File: src/rtl/stream_deserializer_if.sv
// Handshake bundle for stream_deserializer: narrow beat stream in, wide word stream out.
// The design sits on the slave modport; whoever feeds and drains it uses master.
interface stream_deserializer_if #(
    parameter int Nbeats = 4,
    parameter int Nbits  = 8
);
    logic                    in_valid;
    logic                    in_ready;
    logic [Nbits-1:0]        in_data;
    logic                    out_valid;
    logic                    out_ready;
    logic [Nbeats*Nbits-1:0] out_data;

    modport slave (
        input  in_valid, in_data, out_ready,
        output in_ready, out_valid, out_data
    );

    modport master (
        output in_valid, in_data, out_ready,
        input  in_ready, out_valid, out_data
    );
endinterface

File: src/rtl/stream_deserializer.sv
// Collects Nbeats narrow beats into one wide word; assembly and output registers are
// separate so a new word can be gathered while the previous one waits downstream.
module stream_deserializer #(
    parameter int Nbeats = 4,
    parameter int Nbits  = 8
) (
    input  logic           clk,
    input  logic           reset,
    stream_deserializer_if.slave bus
);
    localparam int CNT_W = (Nbeats > 1) ? $clog2(Nbeats) : 1;
    localparam logic [CNT_W-1:0] LAST = CNT_W'(Nbeats - 1);

    logic [CNT_W-1:0]        r_cnt;
    logic                    r_out_valid;
    logic [Nbeats*Nbits-1:0] r_out_data;
    logic [Nbeats*Nbits-1:0] w_word;
    logic                    w_last;
    logic                    w_in_ready;
    logic                    w_in_fire;
    logic                    w_out_fire;

    assign w_last     = (r_cnt == LAST);
    // Only the final beat can stall; it may enter when the output slot drains this cycle.
    assign w_in_ready = !w_last || !r_out_valid || bus.out_ready;
    assign w_in_fire  = bus.in_valid && w_in_ready;
    assign w_out_fire = r_out_valid && bus.out_ready;

    assign bus.in_ready  = w_in_ready;
    assign bus.out_valid = r_out_valid;
    assign bus.out_data  = r_out_data;

    generate
        if (Nbeats > 1) begin : g_asm
            logic [(Nbeats-1)*Nbits-1:0] r_asm;

            always_ff @(posedge clk or posedge reset) begin
                if (reset) begin
                    r_asm <= '0;
                end else if (w_in_fire && !w_last) begin
                    for (int i = 0; i < Nbeats - 1; i++) begin
                        if (r_cnt == CNT_W'(i)) begin
                            r_asm[i*Nbits +: Nbits] <= bus.in_data;
                        end
                    end
                end
            end

            // The final beat goes straight into the top slice, never via the assembly register.
            assign w_word = {bus.in_data, r_asm};
        end else begin : g_noasm
            assign w_word = bus.in_data;
        end
    endgenerate

    always_ff @(posedge clk or posedge reset) begin
        if (reset) begin
            r_cnt <= '0;
        end else if (w_in_fire) begin
            r_cnt <= w_last ? '0 : r_cnt + CNT_W'(1);
        end
    end

    always_ff @(posedge clk or posedge reset) begin
        if (reset) begin
            r_out_valid <= 1'b0;
            r_out_data  <= '0;
        end else if (w_in_fire && w_last) begin
            r_out_valid <= 1'b1;
            r_out_data  <= w_word;
        end else if (w_out_fire) begin
            r_out_valid <= 1'b0;
        end
    end
endmodule

File: src/flat_wrapper.sv
// flat-port wrapper written by rule: the top's interface ports become plain ports
module stream_deserializer_flat 
#(
    parameter int Nbeats = 4,
    parameter int Nbits  = 8
)
  (clk, reset, bus_in_valid, bus_in_data, bus_out_ready, bus_in_ready, bus_out_valid, bus_out_data);
  stream_deserializer_if #(.Nbeats(Nbeats), .Nbits(Nbits)) bus_i ();
  input  logic clk;
  input  logic reset;
  input wire logic [$bits(bus_i.in_valid)-1:0] bus_in_valid;
  input wire logic [$bits(bus_i.in_data)-1:0] bus_in_data;
  input wire logic [$bits(bus_i.out_ready)-1:0] bus_out_ready;
  output wire logic [$bits(bus_i.in_ready)-1:0] bus_in_ready;
  output wire logic [$bits(bus_i.out_valid)-1:0] bus_out_valid;
  output wire logic [$bits(bus_i.out_data)-1:0] bus_out_data;
  assign bus_i.in_valid = bus_in_valid;
  assign bus_i.in_data = bus_in_data;
  assign bus_i.out_ready = bus_out_ready;
  assign bus_in_ready = bus_i.in_ready;
  assign bus_out_valid = bus_i.out_valid;
  assign bus_out_data = bus_i.out_data;
  stream_deserializer #(.Nbeats(Nbeats), .Nbits(Nbits)) u_core (.clk(clk), .reset(reset), .bus(bus_i));
endmodule
File: config.mk
export PLATFORM = sky130hd
export DESIGN_NAME = stream_deserializer_flat
export DESIGN_NICKNAME = d
export VERILOG_FILES = /design/src/rtl/stream_deserializer_if.sv /design/src/rtl/stream_deserializer.sv /design/src/flat_wrapper.sv
export SDC_FILE = /design/constraint.sdc
export NUM_CORES = 1
export LEC_CHECK = 0
export CAP_MARGIN = 20
export CORE_MARGIN = 2
export CORE_UTILIZATION = 45
export DETAILED_ROUTE_END_ITERATION = 16
export PLACE_DENSITY = 0.77
export SYNTH_ARGS = -nofsm -noshare
export SYNTH_HDL_FRONTEND = slang
export SYNTH_SLANG_ARGS = --single-unit
File: constraint.sdc
create_clock -name clk -period 1.8 [get_ports clk]
set_input_delay 0.27 -clock clk [delete_from_list [all_inputs] [get_ports clk]]
set_output_delay 0.27 -clock clk [all_outputs]
set_load 0.005 [all_outputs]
# == Word level (Yosys, flattened, before mapping) ==
# Cells that the tools add are included.
# op_classes
eq_ne,3
muxes,3
addsub,1
reduce_logical,13
# ops
op,count
AND reduction 2 bit,3
"equality test 2 bit, second input constant",2
logical AND 1 bit,4
"adder 2 x 1 -> 2 bit, second input constant",1
"equality test 2 x 1 -> 1 bit, second input constant",1
logical NOT 1 bit,2
logical NOT 2 bit,1
logical OR 1 bit,2
two-way mux 1 bit,2
two-way mux 2 bit,1
nonzero test 2 bit,1
# word_totals
input_bits,12
reg_bits,59
word_cells,26
output_inout_bits,34

# == Logic depth before layout (Yosys ltp) ==
# depth
ltp_word,7
depth_mapped,5
depth_no_buf,4

# == Worst setup path before layout ==
# Ideal clock, no wire load.
# synth_path
path_kind,register to register
from,reg u_core.r_cnt[0]
to,reg u_core.r_out_data[10] (netlist: u_core.bus.out_data[10])
setup_slack_ps,343
path_stages_with_launch,6
setup_ps,125
t_arrival_ps,1333
period_less_slack_ps,1457
path_buffers,1
required_time_ps,1675
cell_sequence,dfrtp_1 > ha_1 > nand2_1 > a21oi_4 > buf_6 > mux2_2
# synth_via
elab_chain_len,6
# synth_rtl
element,line_no,source
from (decl),stream_deserializer.sv:14,logic [CNT_W-1:0] r_cnt;
from (signal assigned),stream_deserializer.sv:60,r_cnt <= w_last ? '0 : r_cnt + CNT_W'(1);
equality test 2 bit (*),stream_deserializer.sv:23,assign w_last = (r_cnt == LAST);
logical NOT 1 bit,stream_deserializer.sv:25,assign w_in_ready = !w_last || !r_out_valid || bus.out_ready;
logical OR 1 bit (2 in a row),stream_deserializer.sv:25,
logical AND 1 bit,stream_deserializer.sv:26,assign w_in_fire = bus.in_valid && w_in_ready;
logical AND 1 bit (*),stream_deserializer.sv:68,end else if (w_in_fire && w_last) begin
to (signal assigned),stream_deserializer.sv:70,r_out_data <= w_word;
to (decl),stream_deserializer.sv:16,logic [Nbeats*Nbits-1:0] r_out_data;
# Every way passes the cells marked *; elsewhere a longest branch is shown, timed or not.
# A chain may end at the register's enable or synchronous reset.

# == Final worst setup path ==
# layout_path
from,reg u_core.r_cnt[0]
to,reg u_core.g_asm.r_asm[22]
# layout_via
elab_chain_len,7
elab_cells_between_ends,8
classes_between,eq/ne: 2; reduce/logical: 6
# layout_rtl
element,line_no,source
equality test 2 bit,stream_deserializer.sv:23,
logical NOT 1 bit,"stream_deserializer.sv:25, stream_deserializer.sv:40",
logical OR 1 bit (2 in a row),stream_deserializer.sv:25,
logical AND 1 bit,stream_deserializer.sv:26,
logical AND 1 bit,stream_deserializer.sv:40,end else if (w_in_fire && !w_last) begin
AND reduction 2 bit (no source line) (*),-,
"to (signal, indexed assignment)",stream_deserializer.sv:43,r_asm[i*Nbits +: Nbits] <= bus.in_data;
to (decl),stream_deserializer.sv:35,logic [(Nbeats-1)*Nbits-1:0] r_asm;
# Marked as above.

==> flow_summary_export.csv <==
group,metric,value,unit
critical_path,regToRegSetupSlack,0.21,ns
floorplanning,initial_core_util,0.4761,
route,drc,0,
route,wire_per_inst,16.29,um
finish,final_area,3112,um2
critical_path,end_kind,"register",
synthesis,ys_types,16,
global_routing,grt_max_degree,60,
critical_path,cp_max_fo,8,
clock_network,cts.sinks,59,
placed_design,port_buffers,45,
synthesis,syn_area,2293,um2
finish,fin_cells,271,
global_routing,antenna_found_initial,0,
critical_path,worstPathRequired,2.02,ns
synthesis,ys_seq_elements,59,
timing,hold_slack,0.3213,ns
timing,tightest_slew,0.3026,ns
synthesis,syn_area_per_cell,16.50,um2
synthesis,yosysWarnings,0,
placed_design,place.gp.congestion,0.7256,
critical_path,worstPathCellList,"ha_2 -> and2b_2 -> nand2_2 -> mux2_2",
floorplanning,pin_count,46,
pwr,powerDensity,1861,nW/um2
clock_network,worstSkewPairLatency,0.33,ns
route,drtIter0Drc,44,
clock_network,clock_path_buffers,2,
floorplanning,dieArea,5684,um2
critical_path,cp-start-kind,"register",
finish,fill_cells,378,
timing,maxSlewHeadroom,0.7983,
critical_path,crit_arrival,1.80,ns
route,vias,1336,
floorplanning,die_w,75.39,um
floorplanning,rows,25,
clock_network,holdBufCountCts,0,
route,wirelength,4.414,mm
timing,fin_tns_setup,0,ns
critical_path,slowest_stage,"mux2_2",
finish,area_delta_synth_final,35.68,%
pwr,power_leakage,1.348,nW
critical_path,r2r-end,"u_core.g_asm.r_asm[22]",
clock_network,numCtsBuffers,9,
floorplanning,dieHeight,75.39,um
synthesis,synthCells,139,
finish,drive_gt1_frac,0.4020,
global_routing,grt_pass1_vias,1430,
timing,fin_skew,0.009998,ns
route,final_antenna_net_count,0,
timing,setup_viol_count_final,0,
pwr,ir_worst_vdd,0.0009070,V
synthesis,syn-num-nets,155,
critical_path,cpPeakStageDelay,0.39,ns
critical_path,r2r_start,"u_core.r_cnt[0]",
outcome,status,"finished, final reports clean",
critical_path,timing_worst_setup_path_type,"register to register",
pwr,finalPower,0.005791,W
global_routing,busiest_layer,"met2",
global_routing,grt_use_met1,0.2169,
placed_design,hpwl,3.027,mm
finish,diodes,0,
global_routing,grt_pass1_wl,7.120,mm
critical_path,r2r_cells,4,
timing,hold_viol,0,
global_routing,grt_overflow,0,
placed_design,placed_area,2861,um2
timing,rsz0062_at_grt,"no",
clock_network,htree_levels,3,
timing,fin_crit_sh,0.8820,
global_routing,met2_usage,0.2850,
timing,max_freq,0.6299,GHz
run,max_cap_viol_count,0,
timing,slew_viol_final,0,
synthesis,synth-seq-area-share,0.6438,
floorplanning,coreArea,4817,um2
timing,layout_min_cycle_time,1.588,ns
min_path,hold_path_class,"input pin to async pin",
global_routing,met3_usage,0.08069,
clock_network,cts_tree,"built",
clock_network,cts_root_buf,"clkbuf_8",
route,via_per_inst,4.930,
route,dr.pass1.iters,4,
clock_network,clkTransAtPathRegs,0.07,ns
global_routing,grt_usage,0.1802,
placed_design,dpl.cell_count,252,
finish,nets,215,
sequential cells by signal (all words and copies together) (netlist names):
| name | cells |
|---|---|
| u_core.bus.out_valid | 1 |
| u_core.bus.out_data | 32 |
| u_core.g_asm.r_asm | 24 |
| u_core.r_cnt | 2 |
synthesized netlist by cell type:
cell type,count,area (um2)
a21oi_1,1,5.000
a21oi_4,1,16.27
a31o_2,1,8.760
a31oi_1,1,6.260
and2b_2,1,8.760
buf_6,3,33.78
dfrtp_1,59,1476
ha_1,4,50.05
inv_1,5,18.77
mux2_1,5,56.30
mux2_2,51,574.3
nand2_1,1,3.750
nand2_2,3,18.77
nand3b_1,1,7.510
nor2_1,1,3.750
o21ai_0,1,5.000
metrics by stage:
step | utilization | setup slack (ns)
6_report | 0.6460 | 0.2124
4_1_cts | 0.6460 | 0.1914
5_1_grt | 0.6460 | 0.1593
3_3_place_gp | 0.5940 | 0.09639
2_1_floorplan | - | 0.07366
3_5_place_dp | 0.5940 | 0.05198
how the worst max path moves through the flow:
stage / endpoint / cells past startpoint / slack (ns) / start
5_1_grt: bus_in_ready / 3 / 0.16 / u_core.r_cnt[0]
3_3_place_gp: bus_in_ready / 3 / 0.1 / bus_out_ready
3_5_place_dp: u_core.bus.out_data[31] / 5 / 0.05 / bus_in_valid
6_report: u_core.g_asm.r_asm[22] / 4 / 0.21 / u_core.r_cnt[0]
2_1_floorplan: u_core.bus.out_data[0] / 1 / 0.07 / reset
4_1_cts: bus_out_valid / 1 / 0.19 / u_core.bus.out_valid
critical path, delay by kind of cell, from the launching register on:
kind | cells | cell delay, ns
flops | 1 | 0.38
mux | 1 | 0.39
fa+ha+maj | 1 | 0.21
simple gates | 2 | 0.48
final cells by class:
class                      count  area, um2  share of cell area
tap                           67      83.83             0.02694
clock buffer                  11      151.4             0.04865
sequential                    59       1476              0.4745
timing repair buffer          52      539.3              0.1733
multi-input combinational     72      767.0              0.2465
inverter                       5      18.77            0.006031
clock inverter                 5      75.07             0.02413
repair_timing:
item                                   in CTS  in global routing
gates resized for setup                     2                  0
endpoints found under the hold margin       0                  0
setup buffers                               3                  0
setup endpoints to repair                   1                  0
cell usage in the layout (no fill, tap or decap), drive strengths merged, types with 2 or more instances in the layout:
master / synthesis / routed
dfrtp: 59 / 59
buf: 3 / 7
inv: 5 / 5
clkbuf: 0 / 11
clkdlybuf4s50: 0 / 44
clkinv: 0 / 3
bufinv: 0 / 2
nand2: 4 / 4
a21oi: 2 / 2
ha: 4 / 4
mux2: 56 / 56
routing by layer:
layer / part of all wire / vias up
met5: 0 / -
met4: 0.010 / 0
met3: 0.061 / 4
met2: 0.50 / 46
met1: 0.43 / 675
li1: - / 611
where the power goes:
group / internal, W / total (W) / leakage [nW] / switching [W]
combinational: 0.00139 / 0.00206 / 0.522 / 0.000671
clock: 0.000847 / 0.00135 / 0.119 / 0.000503
sequential: 0.00201 / 0.00238 / 0.707 / 0.000375
total: 0.00424 / 0.00579 / 1.35 / 0.00155
logic make-up after synthesis:
| group | after synthesis | synth area share |
|---|---|---|
| AO/OA/AOI/OAI | 5 | 0.01800 |
| adder cells (fa/ha/maj) | 4 | 0.02182 |
| buffers and inverters | 8 | 0.02291 |
| flip-flops | 59 | 0.6438 |
| multiplexers | 56 | 0.2750 |
| AND/OR/NAND/NOR | 7 | 0.01855 |
Power figures use the tool's default switching activity.
